<file path="src/rtl/edge_event_latch.sv">
// Probe edge detector with sticky pending vector feeding the channel encoder.
// Synchronises probes, latches masked edges while armed, clears on 1-based ack.
module edge_event_latch #(
    parameter int N = 16,
    parameter int M = 4
) (
    input  logic         clk,
    input  logic         rst,
    input  logic         arm,
    input  logic [N-1:0] chan_in,
    input  logic [N-1:0] rise_en,
    input  logic [N-1:0] fall_en,
    input  logic         ack,
    input  logic [M:0]   ack_idx,
    output logic [N-1:0] pending,
    output logic         pend_valid,
    output logic         armed,
    output logic         overflow
);

    typedef enum logic [1:0] {
        IDLE   = 2'd0,
        SETTLE = 2'd1,
        ARMED  = 2'd2
    } state_t;

    state_t       state;
    state_t       state_nx;
    logic [1:0]   cnt;
    logic [N-1:0] s1;
    logic [N-1:0] s2;
    logic [N-1:0] h;
    logic [N-1:0] evt;
    logic [N-1:0] ack_hit;
    logic         cap;
    logic         clr;

    always_ff @(posedge clk or posedge rst) begin
        if (rst) state <= IDLE;
        else     state <= state_nx;
    end

    always_comb begin
        state_nx = state;
        unique case (state)
            IDLE:    if (arm) state_nx = SETTLE;
            SETTLE: begin
                if (!arm)            state_nx = IDLE;
                else if (cnt == 2'd1) state_nx = ARMED;
            end
            ARMED:   if (!arm) state_nx = IDLE;
            default: state_nx = IDLE;
        endcase
    end

    always_comb begin
        armed = (state == ARMED);
        cap   = (state == ARMED) && arm;
        clr   = (state_nx == IDLE);
    end

    // Settle counter hides edges that stale history would report on arming.
    always_ff @(posedge clk or posedge rst) begin
        if (rst)                                       cnt <= 2'd0;
        else if (state == SETTLE && state_nx == SETTLE) cnt <= cnt + 2'd1;
        else                                           cnt <= 2'd0;
    end

    always_ff @(posedge clk or posedge rst) begin
        if (rst) begin
            s1 <= '0;
            s2 <= '0;
            h  <= '0;
        end else begin
            s1 <= chan_in;
            s2 <= s1;
            h  <= s2;
        end
    end

    always_comb begin
        evt = (s2 & ~h & rise_en) | (~s2 & h & fall_en);
        ack_hit = '0;
        for (int i = 0; i < N; i++) begin
            ack_hit[i] = ack && (ack_idx == (M+1)'(i + 1));
        end
    end

    // A new edge wins over a same-cycle ack of the same channel.
    always_ff @(posedge clk or posedge rst) begin
        if (rst) begin
            pending    <= '0;
            pend_valid <= 1'b0;
            overflow   <= 1'b0;
        end else if (clr) begin
            pending    <= '0;
            pend_valid <= 1'b0;
            overflow   <= 1'b0;
        end else begin
            pend_valid <= cap && (|pending);
            if (cap) begin
                pending <= evt | (pending & ~ack_hit);
                if (|(evt & pending & ~ack_hit)) overflow <= 1'b1;
            end
        end
    end

endmodule

</file>
<file path="config.mk">
export PLATFORM = sky130hd
export DESIGN_NAME = edge_event_latch
export DESIGN_NICKNAME = d
export VERILOG_FILES = /design/src/rtl/edge_event_latch.sv
export SDC_FILE = /design/constraint.sdc
export NUM_CORES = 1
export LEC_CHECK = 0
export CAP_MARGIN = 10
export CORE_MARGIN = 4
export CORE_UTILIZATION = 50
export CTS_CLUSTER_DIAMETER = 50
export DETAILED_ROUTE_END_ITERATION = 8
export PLACE_DENSITY = 0.83
export SLEW_MARGIN = 0
export SYNTH_ARGS = -nofsm -noshare
export SYNTH_HDL_FRONTEND = slang
export SYNTH_SLANG_ARGS = --single-unit
</file>
<file path="constraint.sdc">
create_clock -name clk -period 4.1 [get_ports clk]
set_input_delay 0.82 -clock clk [delete_from_list [all_inputs] [get_ports clk]]
set_output_delay 0.82 -clock clk [all_outputs]
set_load 0.01 [all_outputs]
</file>
# After elaboration in Yosys (flattened, before gate mapping)
# Cells that the tools add are included.
op_classes:
  mux: 12
  n_eq_ne: 20
  n_addsub: 1
  bitwise_logic: 12
  reduce_logical: 26
ops:
  columns: ["operator", "n"]
  rows:
  - ["$and A16 B16 Y16", 7]
  - ["$not A16 Y16", 3]
  - ["$eq A5 B4 Y1 const B", 8]
  - ["$mux W16", 2]
  - ["$or A16 B16 Y16", 2]
  - ["$reduce_or A16 Y1", 2]
  - ["$eq A5 B3 Y1 const B", 4]
  - ["$logic_and A1 B1 Y1", 19]
  - ["$eq A5 B2 Y1 const B", 2]
  - ["$mux W2", 5]
  - ["$eq A2 B1 Y1 const B", 3]
  - ["$pmux W2 S3", 1]
  - ["$eq A5 B1 Y1 const B", 1]
  - ["$eq A5 B5 Y1 const B", 1]
  - ["$logic_not A2 Y1", 2]
  - ["$mux W1", 4]
  - ["$reduce_bool A2 Y1", 2]
  - ["$add A2 B1 Y2 const B", 1]
  - ["$eq A2 B2 Y1 const B", 1]
  - ["$reduce_and A2 Y1", 1]
totals:
  input_bits: 57
  out_inout_bits: 19
  reg_bits: 70

# Longest topological paths before layout
# Gate-level depths: netlist of the first run.
logic_depth:
  word_depth: 10
  mapped_depth: 6
  depth_no_buf: 5

# Worst setup path after synthesis of the first run
# Ideal clock, no wire load.
synth_timing:
  path_kind: "input port to flip-flop"
  from: "input ack_idx[1]"
  to: "register overflow"
  slack_ns: 1.702
  t_required_ns: 3.962
  t_arrival_ns: 2.260
  stages: 5
  setup_ns: 0.138
  path_cell_list: "or4b_4 o221a_1 a311o_1 a2111oi_2 a31oi_1"
synth_via:
  elab_chain_len: 7
  elab_cells_between_ends: 37
  cone_classes: "16 x eq/ne; 2 x bitwise; 19 x reduce/logical"
synth_lines:
  columns: ["item", "line", "rtl"]
  rows:
  - ["start, declared", "14", "input logic [M:0] ack_idx,"]
  - ["$eq A5 B1 Y1 (tied with other cells)", "85", "ack_hit[i] = ack && (ack_idx == (M+1)'(i + 1));"]
  - ["$logic_and A1 B1 Y1", "85", null]
  - ["$not A16 Y16 (*)", "103", "if (|(evt & pending & ~ack_hit)) overflow <= 1'b1;"]
  - ["$and A16 B16 Y16 (*)", "103", null]
  - ["$reduce_or A16 Y1 (*)", "103", null]
  - ["$reduce_bool A2 Y1 (no line) (*)", null, null]
  - ["$reduce_and A2 Y1 (no line) (*)", null, null]
  - ["end signal, assigned", "94", "overflow <= 1'b0;"]
  - ["end signal, assigned", "98", "overflow <= 1'b0;"]
  - ["end signal, assigned", "103", null]
  - ["end, declared", "18", "output logic overflow"]
# Every way passes the cells marked *; elsewhere a longest branch is shown, timed or not.
# A chain may end at the register's enable or synchronous reset.

# Worst setup path in the final report of the first run
# Same ends and word-level chain as after synthesis.

==> flow_summary_export.csv, run 1 <==
group,metric,value,unit
outcome,status,"finished clean",
global_route,grtUsageMet1,0.2590,
timing,whs,0.3513,ns
floorplan,die_w,82.59,um
drt,wire_per_inst,16.14,um
critical_path,cp.arrival,2.92,ns
timing,fin_crit_sh,0.6620,
clock_network,cts_buffers,9,
critical_path,reg2reg_depth,5,
global_route,use_met3,0.05423,
clock_network,clk_latency,0.34,ns
yosys,netlist_area,2781,sq um
cells_and_area,fillerInstances,372,
clock_network,root_buffer,"clkbuf_8",
timing,report.final.slew_viol_count,0,
critical_path,reg2reg_from,"s2[4]",
pwr,power_frac_clock,0.375,
clock_network,ctsHoldBuffers,0,
yosys,yosysMostFrequentCell,"dfrtp_1",
flow_run,maxCapViolCount,0,
critical_path,timing.rr.end,"overflow",
yosys,synth-xor-area-share,0,
global_route,antenna_found_initial,0,
timing,min_period,2.714,ns
critical_path,path_class,"input pin to register",
critical_path,worstSetupStartpointType,"input pin",
cells_and_area,antenna_cells,0,
yosys,synthFlopType,"dfrtp_1",
yosys,synthArstFlopShare,1.000,
floorplan,io_pins,76,
timing,finClkSkew,0.006749,ns
yosys,synth_cell_type_count,39,
timing,fmax,0.3684,GHz
clock_network,cts_tree,"done",
drt,via_count,2147,
floorplan,std_cell_rows,26,
pwr,switching_share,0.2209,
yosys,yosysTopAreaCellShare,0.6298,
global_route,met2_usage,0.3333,
cells_and_area,areaGrowthSynthToFinish,36.44,%
cells_and_area,final_cell_area,3795,sq um
floorplan,start_util,0.5311,
pwr,p_seq_frac,0.534,
critical_path,critPathMaxFanout,5,
worst_hold_path,hp-class,"register to register",
yosys,yosys-top-cells-area,"dfrtp_1, nand3b_1, and3b_1",
yosys,synth_largest_area_cell,"dfrtp_1",
pwr,combPwrFrac,0.091,
yosys,ys_ff_latch,70,
pwr,switching_power,0.0003031,W
drt,finalWirelength,6.295,mm
yosys,synth_commonest_cells,"dfrtp_1, nand2_1, nor2_1",
pwr,power_report.internal_total,0.001069,W
yosys,syn_inst,232,
clock_network,htreeDepth,3,
yosys,yosys.area_share.adder,0.004498,
timing,grt_setup_unrepaired,"false",
drt,first_iter_violations,179,
worst_hold_path,min_to,"s2[14]",
drt,drc,0,
global_route,top_usage_layer,"met2",
floorplan,fp.coreArea,5238,sq um
timing,setup_violations,0,
worst_hold_path,hold_start,"s1[14]",
clock_network,clock-sinks,70,
drt,drt_first_pass_iters,4,
yosys,syn_nets,290,
global_route,track_usage,0.2079,
cells_and_area,fin_nets,373,
pwr,irDropWorstVdd,0.2902,mV
yosys,synth_top_family_by_area,"simple AND/OR/NAND/NOR gates",
global_route,grt_pass1_vias,2286,
placement,place.gp.congestion,0.8988,
floorplan,die_h,82.59,um
timing,setup_tns,0,ns
drt,drtAntennaViolNets,0,
yosys,yosysWarningCount,0,
critical_path,worstPathRequired,4.30,ns
floorplan,die-area,6820,sq um
clock_network,postCtsSetupRepairBufs,0,
timing,final_hold_viol_count,0,
yosys,synth-compound-area-share,0.1624,
worst_hold_path,hold_path_depth,0,
yosys,synth_mux_area_frac,0,
pwr,power_leakage,1.618,nW
critical_path,r2r_slack,2.40,ns
clock_network,clockBufferDepth,2,
yosys,avgSynthCellArea,11.99,sq um
pwr,powerDensity,361.7,nW/um^2
yosys,synth-simple-area-share,0.1952,
timing,relSlewSlack,0.3086,
placement,dp_hpwl,4.708,mm
cells_and_area,drive_above_1_share,0.07500,
placement,port_buffers,75,
yosys,synth_edf_count,0,
global_route,grt.overflow.total,0,
clock_network,cts_resized,0,
clock_network,path_clk_slew,0.07,ns
placement,dpl_cell_area,3612,sq um
yosys,yosysSeqAreaShare,0.6298,
drt,vias_per_cell,5.505,
global_route,grt_max_degree,54,
global_route,grt_first_pass_wirelength,10.43,mm
timing,worst_pin_slew,1.036,ns
critical_path,endpoint_kind,"register",
## placed cells by master, fill, tap and decap left out, types with 2 or more instances in the layout
master,Yosys,routed
o21ai_0,13,13
o21ai_1,15,15
nor3_1,3,3
clkdlybuf4s50_1,0,75
clkbuf_1,4,3
a21o_1,5,5
a22o_1,8,8
nand3b_1,16,16
nand2_1,21,21
o221ai_1,4,4
dfrtp_1,70,70
nor4_1,4,4
clkbuf_8,0,9
a21bo_2,2,2
clkinv_2,0,2
nor2b_1,2,2
nand4b_1,2,2
a22oi_1,2,2
a21oi_1,5,5
and3b_1,11,11
nand2b_1,3,3
o2bb2ai_1,2,2
nor2_1,20,20
## worst max-delay path by stage
stage               startpoint       end  cells past startpoint
floorplan                  rst    cnt[0]                      1
global placement    ack_idx[2]  overflow                      6
detailed placement  ack_idx[1]  overflow                      6
CTS                 ack_idx[1]  overflow                      6
global route        ack_idx[1]  overflow                      6
finish              ack_idx[1]  overflow                      6
## power groups by stage
stage	Combinational [W]	Sequential (W)	Clock, W
floorplan	0.0000508	0.000742	0
global placement	0.000123	0.000744	0
detailed placement	0.000126	0.000746	0
CTS	0.000127	0.000733	0.000524
global route	0.000138	0.000736	0.000561
finish	0.000125	0.000733	0.000514
## metrics by stage
step	power (W)	setup WS, ns	cells	utilization
after floorplan	0.0007927	1.512	232	-
after global placement	0.0008667	1.120	374	0.6897
after detailed placement	0.0008714	1.065	374	0.6897
after CTS	0.001384	1.411	390	0.7246
after global routing	0.001434	1.248	390	0.7246
final	0.001373	1.386	390	0.7246
## per-layer routing
| metal | share of wire | wire length, um |
|---|---|---|
| met1 | 0.42 | 2615 |
| met2 | 0.49 | 3070 |
| met3 | 0.073 | 459 |
| met4 | 0.024 | 150 |
| met5 | 0 | 0 |
## final cells by class
type	instances	area (sq um)	area share
Multi-Input combinational cell	156	1007	0.2654
Tap cell	70	87.58	0.02308
Clock inverter	4	47.55	0.01253
Inverter	2	7.507	0.001978
Timing Repair Buffer	76	758.2	0.1998
Clock buffer	12	135.1	0.03561
Sequential cell	70	1752	0.4616
## sequential cells by signal, indices dropped and copies added, names as in the netlist
register	flops
s2	16
state	2
h	16
pending	16
cnt	2
overflow	1
s1	16
pend_valid	1
## worst max-delay path, cell delays in order
cell and delay [ns]:
clkdlybuf4s50_1 0.50, or4b_4 0.60, o221a_1 0.28, a311o_1 0.28, a2111oi_2 0.31, a31oi_1 0.13
## cell families after synthesis
logic type	after synthesis
buf+inv	6
flops	70
compound gates	65
fa+ha+maj	1
simple gates	90
No activity file was read; power rests on OpenSTA's default activity.
==> run 2, diff against run 1 <==
--- a/config.mk
+++ b/config.mk
@@ -7,10 +7,10 @@
 export LEC_CHECK = 0
 export CAP_MARGIN = 10
 export CORE_MARGIN = 4
-export CORE_UTILIZATION = 50
+export CORE_UTILIZATION = 43
 export CTS_CLUSTER_DIAMETER = 50
 export DETAILED_ROUTE_END_ITERATION = 8
-export PLACE_DENSITY = 0.83
+export PLACE_DENSITY = 0.75
 export SLEW_MARGIN = 0
 export SYNTH_ARGS = -nofsm -noshare
 export SYNTH_HDL_FRONTEND = slang
==> constraint.sdc (replaced) <==
create_clock -name clk -period 2.47 [get_ports clk]
set_input_delay 0.494 -clock clk [delete_from_list [all_inputs] [get_ports clk]]
set_output_delay 0.494 -clock clk [all_outputs]
set_load 0.01 [all_outputs]
==> flow_summary_export.csv, run 2 (synthesis gave the netlist of run 1 again) <==
group,metric,value,unit
drt,met1_length,2.795,mm
critical_path,cp.arrival,2.42,ns
clock_network,ctsHoldBuffers,0,
worst_hold_path,hold_start,"s1[3]",
floorplan,std_cell_rows,29,
clock_network,root_buffer,"clkbuf_8",
timing,min_period,2.191,ns
pwr,report.power.total,0.002314,W
worst_hold_path,min_to,"s2[3]",
timing,layout_setup_ws,0.2795,ns
global_route,grt_pass1_vias,2167,
floorplan,die_h,88.43,um
placement,place.gp.congestion,0.8694,
cells_and_area,fin_nets,386,
timing,setup_violations,0,
drt,finalWirelength,6.329,mm
cells_and_area,antenna_cells,0,
clock_network,clk_latency,0.35,ns
floorplan,io_pins,76,
critical_path,endpoint_kind,"register",
timing,fmax,0.4565,GHz
drt,via_count,2203,
floorplan,die-area,7819,sq um
floorplan,start_util,0.4405,
critical_path,reg2reg_from,"s2[4]",
drt,drc,0,
critical_path,r2r_slack,0.81,ns
timing,finClkSkew,0.004914,ns
clock_network,cts_tree,"done",
drt,vias_per_cell,5.373,
critical_path,worstPathRequired,2.69,ns
clock_network,clockBufferDepth,2,
timing,relSlewSlack,0.6560,
timing,report.final.slew_viol_count,0,
drt,topRoutingLayerUsed,"met4",
worst_hold_path,hold_path_depth,0,
drt,wire_per_inst,15.44,um
global_route,antenna_found_initial,0,
global_route,grt_max_degree,38,
clock_network,cts_buffers,9,
drt,drt_first_pass_iters,4,
timing,grt_setup_unrepaired,"false",
pwr,powerDensity,590.2,nW/um^2
worst_hold_path,hp-class,"register to register",
floorplan,die_w,88.43,um
global_route,track_usage,0.1773,
cells_and_area,drive_above_1_share,0.1201,
critical_path,worstSetupStartpointType,"input pin",
drt,met3_length,459,um
critical_path,critPathMaxFanout,2,
cells_and_area,utilization,0.6209,
critical_path,reg2reg_depth,5,
placement,dp_hpwl,4.850,mm
pwr,irDropWorstVdd,0.4351,mV
timing,fin_crit_sh,0.8869,
global_route,grt.overflow.total,0,
clock_network,clock-sinks,70,
cells_and_area,areaGrowthSynthToFinish,40.94,%
floorplan,fp.coreArea,6314,sq um
critical_path,timing.rr.end,"overflow",
cells_and_area,fin_cells,410,
timing,final_hold_viol_count,0,
clock_network,postCtsSetupRepairBufs,0,
critical_path,path_class,"input pin to register",
clock_network,htreeDepth,3,
drt,first_iter_violations,93,
cells_and_area,layout_commonest_cell,"clkdlybuf4s50_1",
placement,pre_cts_ws,-0.09970,ns
placement,dp_cells,394,
clock_network,path_clk_slew,0.07,ns
cells_and_area,final_cell_mix,"clkdlybuf4s50_1, dfrtp_1, nand2_1, nor2_1, nand3b_1",
global_route,grt_first_pass_wirelength,10.30,mm
pwr,power_leakage,1.686,nW
timing,worst_pin_slew,0.5161,ns
outcome,status,"finished clean",
clock_network,cts_resized,0,
placement,port_buffers,75,
flow_run,maxCapViolCount,0,
cells_and_area,fillerInstances,531,
drt,met2WireLength,2.990,mm
drt,drtAntennaViolNets,0,
[run 2: power breakdown]
group	leakage [nW]	total, W	internal (W)	switching [W]
registers	0.863	0.00122	0.00119	0.0000231
logic	0.727	0.000222	0.000131	0.0000910
clock network	0.0948	0.000876	0.000458	0.000418
total	1.69	0.00231	0.00178	0.000532
[run 2: metrics by stage]
step	hold WS, ns	TNS [ns]	instance area (sq um)
finish	0.3486	0	3920
floorplan	0.3312	0	2781
detailed placement	0.3347	-0.09970	3731
global placement	0.3328	-0.09676	3731
CTS	0.3511	0	3920
global route	0.3578	0	3920
[run 2: metal layers]
metal / track usage / up-vias
li1: - / 1049
met1: 0.2353 / 1076
met2: 0.2658 / 69
met3: 0.07263 / 9
met4: 0.05907 / 0
met5: 0 / -
[run 2: final cells by class]
class	instances	area (sq um)	share of cell area
Clock inverter	7	65.06	0.01660
Sequential cell	70	1752	0.4469
Multi-Input combinational cell	156	1007	0.2569
Inverter	2	7.507	0.001915
Clock buffer	9	123.9	0.03160
Tap cell	77	96.34	0.02458
Timing Repair Buffer	89	868.3	0.2215
[run 2: worst max-delay path by stage]
stage / startpoint / end / slack [ns] / depth (start not counted)
floorplan: rst / cnt[0] / 0.21 / 1
CTS: ack_idx[1] / overflow / 0.29 / 6
finish: ack_idx[1] / overflow / 0.28 / 6
detailed placement: ack_idx[1] / overflow / -0.1 / 6
global placement: ack_idx[1] / overflow / -0.1 / 6
global route: ack_idx[1] / overflow / 0.18 / 6
[run 2: worst max-delay path: stages]
cell and delay (ns):
clkdlybuf4s50_1 0.43, or4b_4 0.54, o221a_1 0.27, a311o_1 0.28, a2111oi_2 0.27, a31oi_1 0.11
